==> src/rtl/serialtx_arb_pkg.sv <==
// Shared types and constants for the serialtx transmit arbiter.
package serialtx_pkg;

    localparam int BYTE_W        = 8;
    localparam int BITS_PER_BYTE = 8;

    typedef enum logic [1:0] {
        IDLE  = 2'd0,
        LATCH = 2'd1,
        SHIFT = 2'd2
    } serialtx_arb_state_t;

endpackage

==> src/rtl/serialtx_arb_rr_pick.sv <==
// Combinational requester picker: first set bit of req, searching upward
// from ptr and wrapping past N_REQ-1 back to 0. ptr=0 gives fixed priority.
module serialtx_rr_pick #(
    parameter int N_REQ = 4,
    parameter int IDW   = $clog2(N_REQ)
) (
    input  logic [N_REQ-1:0] req,
    input  logic [IDW-1:0]   ptr,
    output logic             valid,
    output logic [IDW-1:0]   idx
);

    localparam int            KW = IDW + 1;
    localparam logic [KW-1:0] NR = KW'(N_REQ);

    logic [KW-1:0] k;

    // Walk offsets from farthest to nearest so the nearest pending requester wins last.
    always_comb begin
        valid = 1'b0;
        idx   = '0;
        k     = '0;
        for (int i = N_REQ - 1; i >= 0; i--) begin
            k = {1'b0, ptr} + KW'(i);
            if (k >= NR) begin
                k = k - NR;
            end
            if (req[k[IDW-1:0]]) begin
                valid = 1'b1;
                idx   = k[IDW-1:0];
            end
        end
    end

endmodule

==> src/rtl/serialtx_arb.sv <==
// Transmit scheduler sharing one serialtx PISO between N_REQ byte producers.
// Each grant is one LATCH cycle (latch pulse + ack) followed by 8 SHIFT
// cycles with txen high; the next grant is taken in the last SHIFT cycle so
// back-to-back bytes leave no idle gap.
// Build option: define SERIALTX_ARB_RR_EN for round-robin arbitration;
// without it the lowest-index requester always wins.
module serialtx_arb
    import serialtx_pkg::*;
#(
    parameter int N_REQ = 4,
    parameter int IDW   = $clog2(N_REQ)
) (
    input  logic                    i_clk,
    input  logic                    i_rst,
    input  logic [N_REQ-1:0]        i_req,
    input  logic [BYTE_W*N_REQ-1:0] i_data,
    output logic [N_REQ-1:0]        o_ack,
    output logic [BYTE_W-1:0]       o_data,
    output logic                    o_latchen,
    output logic                    o_txen,
    output logic [IDW-1:0]          o_owner,
    output logic                    o_busy
);

    localparam logic [2:0]       CNT_LAST = 3'(BITS_PER_BYTE - 1);
    localparam logic [N_REQ-1:0] ACK_ONE  = N_REQ'(1);

    serialtx_arb_state_t             state_q;
    logic [2:0]                      cnt_q;
    logic [BYTE_W-1:0]               data_q;
    logic [IDW-1:0]                  owner_q;
    logic                            latchen_q;
    logic                            txen_q;
    logic [N_REQ-1:0]                ack_q;
    logic                            busy_q;

    logic [N_REQ-1:0][BYTE_W-1:0]    data_arr;
    logic [IDW-1:0]                  pick_ptr;
    logic                            pick_valid;
    logic [IDW-1:0]                  pick_idx;
    logic                            grant;

    assign data_arr = i_data;

    // Requests are only looked at in IDLE or in the final SHIFT cycle.
    assign grant = pick_valid &&
                   ((state_q == IDLE) || ((state_q == SHIFT) && (cnt_q == CNT_LAST)));

`ifdef SERIALTX_ARB_RR_EN
    logic [IDW-1:0] rr_q;

    assign pick_ptr = rr_q;

    // Pointer moves to one past the last winner on every grant.
    always_ff @(posedge i_clk) begin
        if (i_rst) begin
            rr_q <= '0;
        end else if (grant) begin
            rr_q <= (pick_idx == IDW'(N_REQ - 1)) ? '0 : pick_idx + IDW'(1);
        end
    end
`else
    assign pick_ptr = '0;
`endif

    serialtx_rr_pick #(
        .N_REQ (N_REQ),
        .IDW   (IDW)
    ) u_pick (
        .req   (i_req),
        .ptr   (pick_ptr),
        .valid (pick_valid),
        .idx   (pick_idx)
    );

    // Sequencer: all serializer controls are registered so latchen and txen
    // can never overlap; a grant overrides the end-of-shift return to IDLE.
    always_ff @(posedge i_clk) begin
        if (i_rst) begin
            state_q   <= IDLE;
            cnt_q     <= '0;
            data_q    <= '0;
            owner_q   <= '0;
            latchen_q <= 1'b0;
            txen_q    <= 1'b0;
            ack_q     <= '0;
            busy_q    <= 1'b0;
        end else begin
            unique case (state_q)
                IDLE: ;
                LATCH: begin
                    state_q   <= SHIFT;
                    cnt_q     <= '0;
                    latchen_q <= 1'b0;
                    ack_q     <= '0;
                    txen_q    <= 1'b1;
                end
                SHIFT: begin
                    cnt_q <= cnt_q + 3'd1;
                    if (cnt_q == CNT_LAST) begin
                        state_q <= IDLE;
                        txen_q  <= 1'b0;
                        busy_q  <= 1'b0;
                    end
                end
                default: begin
                    state_q <= IDLE;
                    txen_q  <= 1'b0;
                    busy_q  <= 1'b0;
                end
            endcase

            if (grant) begin
                state_q   <= LATCH;
                data_q    <= data_arr[pick_idx];
                owner_q   <= pick_idx;
                latchen_q <= 1'b1;
                ack_q     <= ACK_ONE << pick_idx;
                txen_q    <= 1'b0;
                busy_q    <= 1'b1;
            end
        end
    end

    assign o_ack     = ack_q;
    assign o_data    = data_q;
    assign o_latchen = latchen_q;
    assign o_txen    = txen_q;
    assign o_owner   = owner_q;
    assign o_busy    = busy_q;

endmodule
==> config.mk <==
export PLATFORM = sky130hd
export DESIGN_NAME = serialtx_arb
export DESIGN_NICKNAME = d
export VERILOG_FILES = /design/src/rtl/serialtx_arb_pkg.sv /design/src/rtl/serialtx_arb_rr_pick.sv /design/src/rtl/serialtx_arb.sv
export SDC_FILE = /design/constraint.sdc
export NUM_CORES = 1
export LEC_CHECK = 0
export CAP_MARGIN = 20
export CORE_UTILIZATION = 30
export DETAILED_ROUTE_END_ITERATION = 8
export GPL_TIMING_DRIVEN = 0
export PLACE_DENSITY_LB_ADDON = 0.08
export SLEW_MARGIN = 25
export SYNTH_ARGS = -nofsm -noshare
export SYNTH_HDL_FRONTEND = slang
export SYNTH_SLANG_ARGS = --single-unit
export TNS_END_PERCENT = 5
==> constraint.sdc <==
create_clock -name i_clk -period 3.1 [get_ports i_clk]
set_input_delay 0.62 -clock i_clk [delete_from_list [all_inputs] [get_ports i_clk]]
set_output_delay 0.62 -clock i_clk [all_outputs]
set_load 0.005 [all_outputs]
Yosys cells after proc, flatten, opt, wreduce, memory -nomap -nowiden
Cells that the tools add are included.

Add/subtract/negate cells: 1. Shifts and indexed selects: 1. Order comparisons: 1. Muxes and demuxes: 22. Reduce and logical (&&, ||, !) cells: 11. Bitwise logic cells: 1. Equality and inequality tests: 7.

Operators with widths (count): 8-bit binary-select mux with 2-bit select (1); 2-bit two-way mux (5); 1-bit two-way mux (9); 4-bit two-way mux (2); 8-bit two-way mux (1); 2-bit one-hot mux with 3 select lines (1); 3-bit one-hot mux with 2 select lines (1); 2-bit AND reduction (3); 2-bit by 1-bit != test with 1-bit output, second input constant (2); 2-bit nonzero test (2); 2-bit OR reduction (2); 1-bit by 2-bit left shift with 4-bit output, first input constant (1); 3-bit by 1-bit adder with 3-bit output, second input constant (1); 3-bit equality test, second input constant (1); 2-bit by 3-bit < comparator with 1-bit output, second input constant (1); 3-bit by 2-bit != test with 1-bit output, second input constant (1); 1-bit one-hot mux with 3 select lines (1); 2-bit by 1-bit equality test with 1-bit output, second input constant (1); 2-bit equality test, second input constant (1); 1-bit logical AND (2); 2-bit logical NOT (1); 2-bit != test, second input constant (1); 1-bit one-hot mux with 2 select lines (1); 1-bit logical OR (1); 1-bit inverter (1).

Logic and storage cells: 53. Bits of input ports: 38. Register bits after elaboration: 22.

Longest topological paths before layout
Depth after elaboration: 7. Gate-level depth with buffers: 6. Depth with buffers taken out: 6.

Cells and area by module
Synthesis repeated with hierarchy kept, for this count alone.

Cells, all modules: 128. Area total of the unflattened synthesis: 1194.9 um^2.

Modules (own cells, without submodules): serialtx_arb (times used 1, cells an instance 115, seq. area each 420.4 um^2, area each 1117.3 um^2); serialtx_rr_pick (times used 1, cells an instance 13, seq. area each 0.0 um^2, area each 77.6 um^2).

Worst setup path before layout
Ideal clock, no wire load.

Path type: input-to-reg. Start point: input i_req[1]. End point: register data_q[0], in the netlist o_data[0]. Stages on the path: 4. Arrival time: 1.791 ns. Path slack: 1.192 ns. Cell sequence: clkbuf_8 o21ai_4 mux4_2 a22o_1.

Cells in the longest elaborated chain, start to end: 4.

RTL lines: start, declared (line serialtx_arb.sv:15) `input logic [N_REQ-1:0] i_req,`; 2-bit two-way mux (2 in series) (line serialtx_arb_rr_pick.sv:28) `if (req[k[IDW-1:0]]) begin`; 8-bit binary-select mux with 2-bit select (line serialtx_arb.sv:115) `data_q <= data_arr[pick_idx];`; 8-bit two-way mux (not written as such) (line serialtx_arb.sv:115); end signal, assigned (line serialtx_arb.sv:115); end, declared (line serialtx_arb.sv:30) `logic [BYTE_W-1:0] data_q;`.

Parallel ways exist; a longest one is shown, timed or not. The select of a mux whose other input is x is not followed. A chain may end at the register's enable or synchronous reset.

Worst setup path after layout
Start point: input i_req[2]. End point: register data_q[5], in the netlist o_data[5].

Cells in the longest elaborated chain, start to end: 5.

RTL lines (line): 2-bit two-way mux (3 in series) (serialtx_arb_rr_pick.sv:28); 8-bit binary-select mux with 2-bit select (serialtx_arb.sv:115); 8-bit two-way mux (not written as such) (serialtx_arb.sv:115).

Parallel ways exist; a longest one is shown, timed or not. The select of a mux whose other input is x is not followed.

==> results.toml <==
[run_status]
status = "finished clean"

[sta]
fin_crit_ps = 2240
fin_ws_ps = 856
rsz0062_at_grt = "false"
setup_tns_ps = 0
post-route-period-util = 0.724
timing.final.hold_violations = 0
slew_headroom = 0.367
maxSlewViolCount = 0
worst_pin_slew_ps = 943
fmax_ghz = 0.446
finalSetupViolCount = 0
skew_ps = 9.61

[global_routing]
antenna_found_initial = 0
grt_start_max_net_pins = 13
grt_pass1_vias = 938
gr-total-overflow = 0
grt_usage = 0.149
grt_pass1_wl_um = 4040

[clock_network]
h-tree-depth = 1
cts_tree = "done"
ctsResizeCount = 0
clockRootBuffer = "clkbuf_4"
clk-insertion-delay-late_ps = 310
clock-sinks = 21
clock_path_buffers = 2
cts_buffers = 3
hold_buffers = 0
cts_setup_buffers = 0
clk_pin_slew_ps = 110

[setup_path]
rrSetupSlack_ps = 1220
worst_ep_required_time_ps = 3300
reg2reg_to = "o_data[5]"
crit_chain = "clkdlybuf4s50_1 -> nor2b_4 -> o21ai_4 -> mux4_2 -> a22o_1"
crit_path_start_kind = "primary input"
cp.arrival_ps = 2450
slowest_stage = "clkdlybuf4s50_1"
reg2reg_from = "cnt_q[0]"
reg2reg_depth = 6
slowest_delay_ps = 590
critPathCaptureType = "flop"
critPathKind = "in2reg"
cp_max_fo = 9

[synthesis]
ys.flop_type = "dfxtp_1"
synth-async-reset-ratio = 0
synth-seq-cells = 21
synth_edf_count = 0
ys_seq_area_frac = 0.395
postSynthAreaPerCell_um2 = 11.2
synth.net_count = 138
yosysUniqueCellTypes = 29
synth.yosys.warnings = 0
netlist_instances = 95
syn_area_mm2 = 0.00106

[detailed_routing]
drtIter0Drc = 26
ant_nets = 0
dr_total_vias = 1011
drc = 0
drtPass1Iterations = 4
viasPerCell = 5.11
finalWirelength_um = 2760
wl_per_cell_um = 13.9

[min_path]
hold_class = "reg2reg"
min-delay-start = "o_ack[2]"
min_to = "o_ack[2]"
min_path_cells = 1

[layout]
instances_no_fill = 198
regArea_um2 = 420
final_cell_mix = "clkdlybuf4s50_1, dfxtp_1, a22o_1"
stdcell_area_mm2 = 0.00168
fill_cells = 352
final_nets = 196
syn2layout_area_growth_pct = 57.8
final_common_cell = "clkdlybuf4s50_1"
diodes = 0
multi_input_area_um2 = 593
drive_gt1_frac = 0.118

[flow_run]
cap_violations = 0

[placement]
dp_hpwl_um = 2150
placed_area_mm2 = 0.00165
dpl.cell_count = 194
globalplace.congestion = 0.703
io_buffer_count = 53
dp_slack_ps = 507

[pwr]
irDropWorstVdd_mv = 0.245
p_leak_uw = 0.000641
power.density_mw_per_mm2 = 451

[die]
rows = 21
coreArea_mm2 = 0.00336
fp.dieH_um = 61.6
initial_core_util = 0.317
ios = 55
fp.dieArea_mm2 = 0.00379
dieWidth_um = 61.6
[state kept, by name, summed over array words and instances (netlist names)]
signal     count
o_owner        2
o_txen         1
o_latchen      1
cnt_q          3
o_data         8
o_ack          4
state_q        1
o_busy         1
[report_power, final]
group	switching [uW]	internal [uW]	leakage (uW)
sequential	20.5	311	0.000173
clock	85.3	48.1	0.0000177
combinational	118	174	0.000450
[area by class of cell]
class,count,area share
plain buffers,3,0.0194
clock buffers,3,0.0134
clock inverters,1,0.00298
inverters,5,0.0112
multi-input cells,66,0.353
flip-flops and latches,21,0.250
well taps,46,0.0343
repair buffers,53,0.316
[worst max-delay path, delay by kind of cell]
kind	cells	cell delay (ps)
compound gates	2	570
buf+inv	1	590
simple gates	1	100
mux	1	570
[how the worst max path moves through the flow]
stage,end,start,slack [ps],depth (start not counted)
finish,o_data[5],i_req[2],860,5
global route,o_data[5],i_req[0],770,5
CTS,o_data[5],i_req[2],830,5
detailed placement,o_data[5],i_req[2],510,5
global placement,o_data[4],i_req[2],530,5
floorplan,o_data[0],i_req[1],1190,4
[Yosys cell counts, drive strengths merged, types with 2 or more instances]
| cell type | n | share of area |
|---|---|---|
| dfxtp | 21 | 0.39 |
| mux4 | 6 | 0.13 |
| a21oi | 4 | 0.019 |
| nor3 | 4 | 0.019 |
| o211a | 2 | 0.019 |
| nand3 | 2 | 0.0094 |
| a22o | 10 | 0.083 |
| nor2 | 8 | 0.031 |
| nand2b | 4 | 0.023 |
| inv | 5 | 0.018 |
| o2bb2ai | 2 | 0.016 |
| ha | 5 | 0.059 |
| nor2b | 2 | 0.019 |
| a32o | 3 | 0.028 |
| clkbuf | 2 | 0.026 |
| o21ai | 3 | 0.025 |
| o31ai | 3 | 0.021 |
| a211oi | 2 | 0.014 |
[through the flow]
step	hold slack, ps	utilization	power, uW
final	480	0.500	758
after CTS	485	0.500	773
after floorplan	446	-	480
after global placement	450	0.491	630
after global routing	495	0.500	809
after detailed placement	457	0.491	633
[kinds of logic after synthesis]
family                     count (synthesis)  synth area share
AOI/OAI and AO/OA                         30             0.235
adders and majority gates                  5            0.0588
buffers and inverters                      8            0.0482
DFF                                       21             0.395
muxes                                      8             0.147
and+or+nand+nor                           23             0.116
[layer usage]
| layer | wire length [um] | track usage |
|---|---|---|
| met5 | 0 | 0 |
| met4 | 22 | 0.0667 |
| met3 | 179 | 0.0252 |
| met2 | 1340 | 0.263 |
| met1 | 1220 | 0.175 |
(Power assumes the default switching activity.)
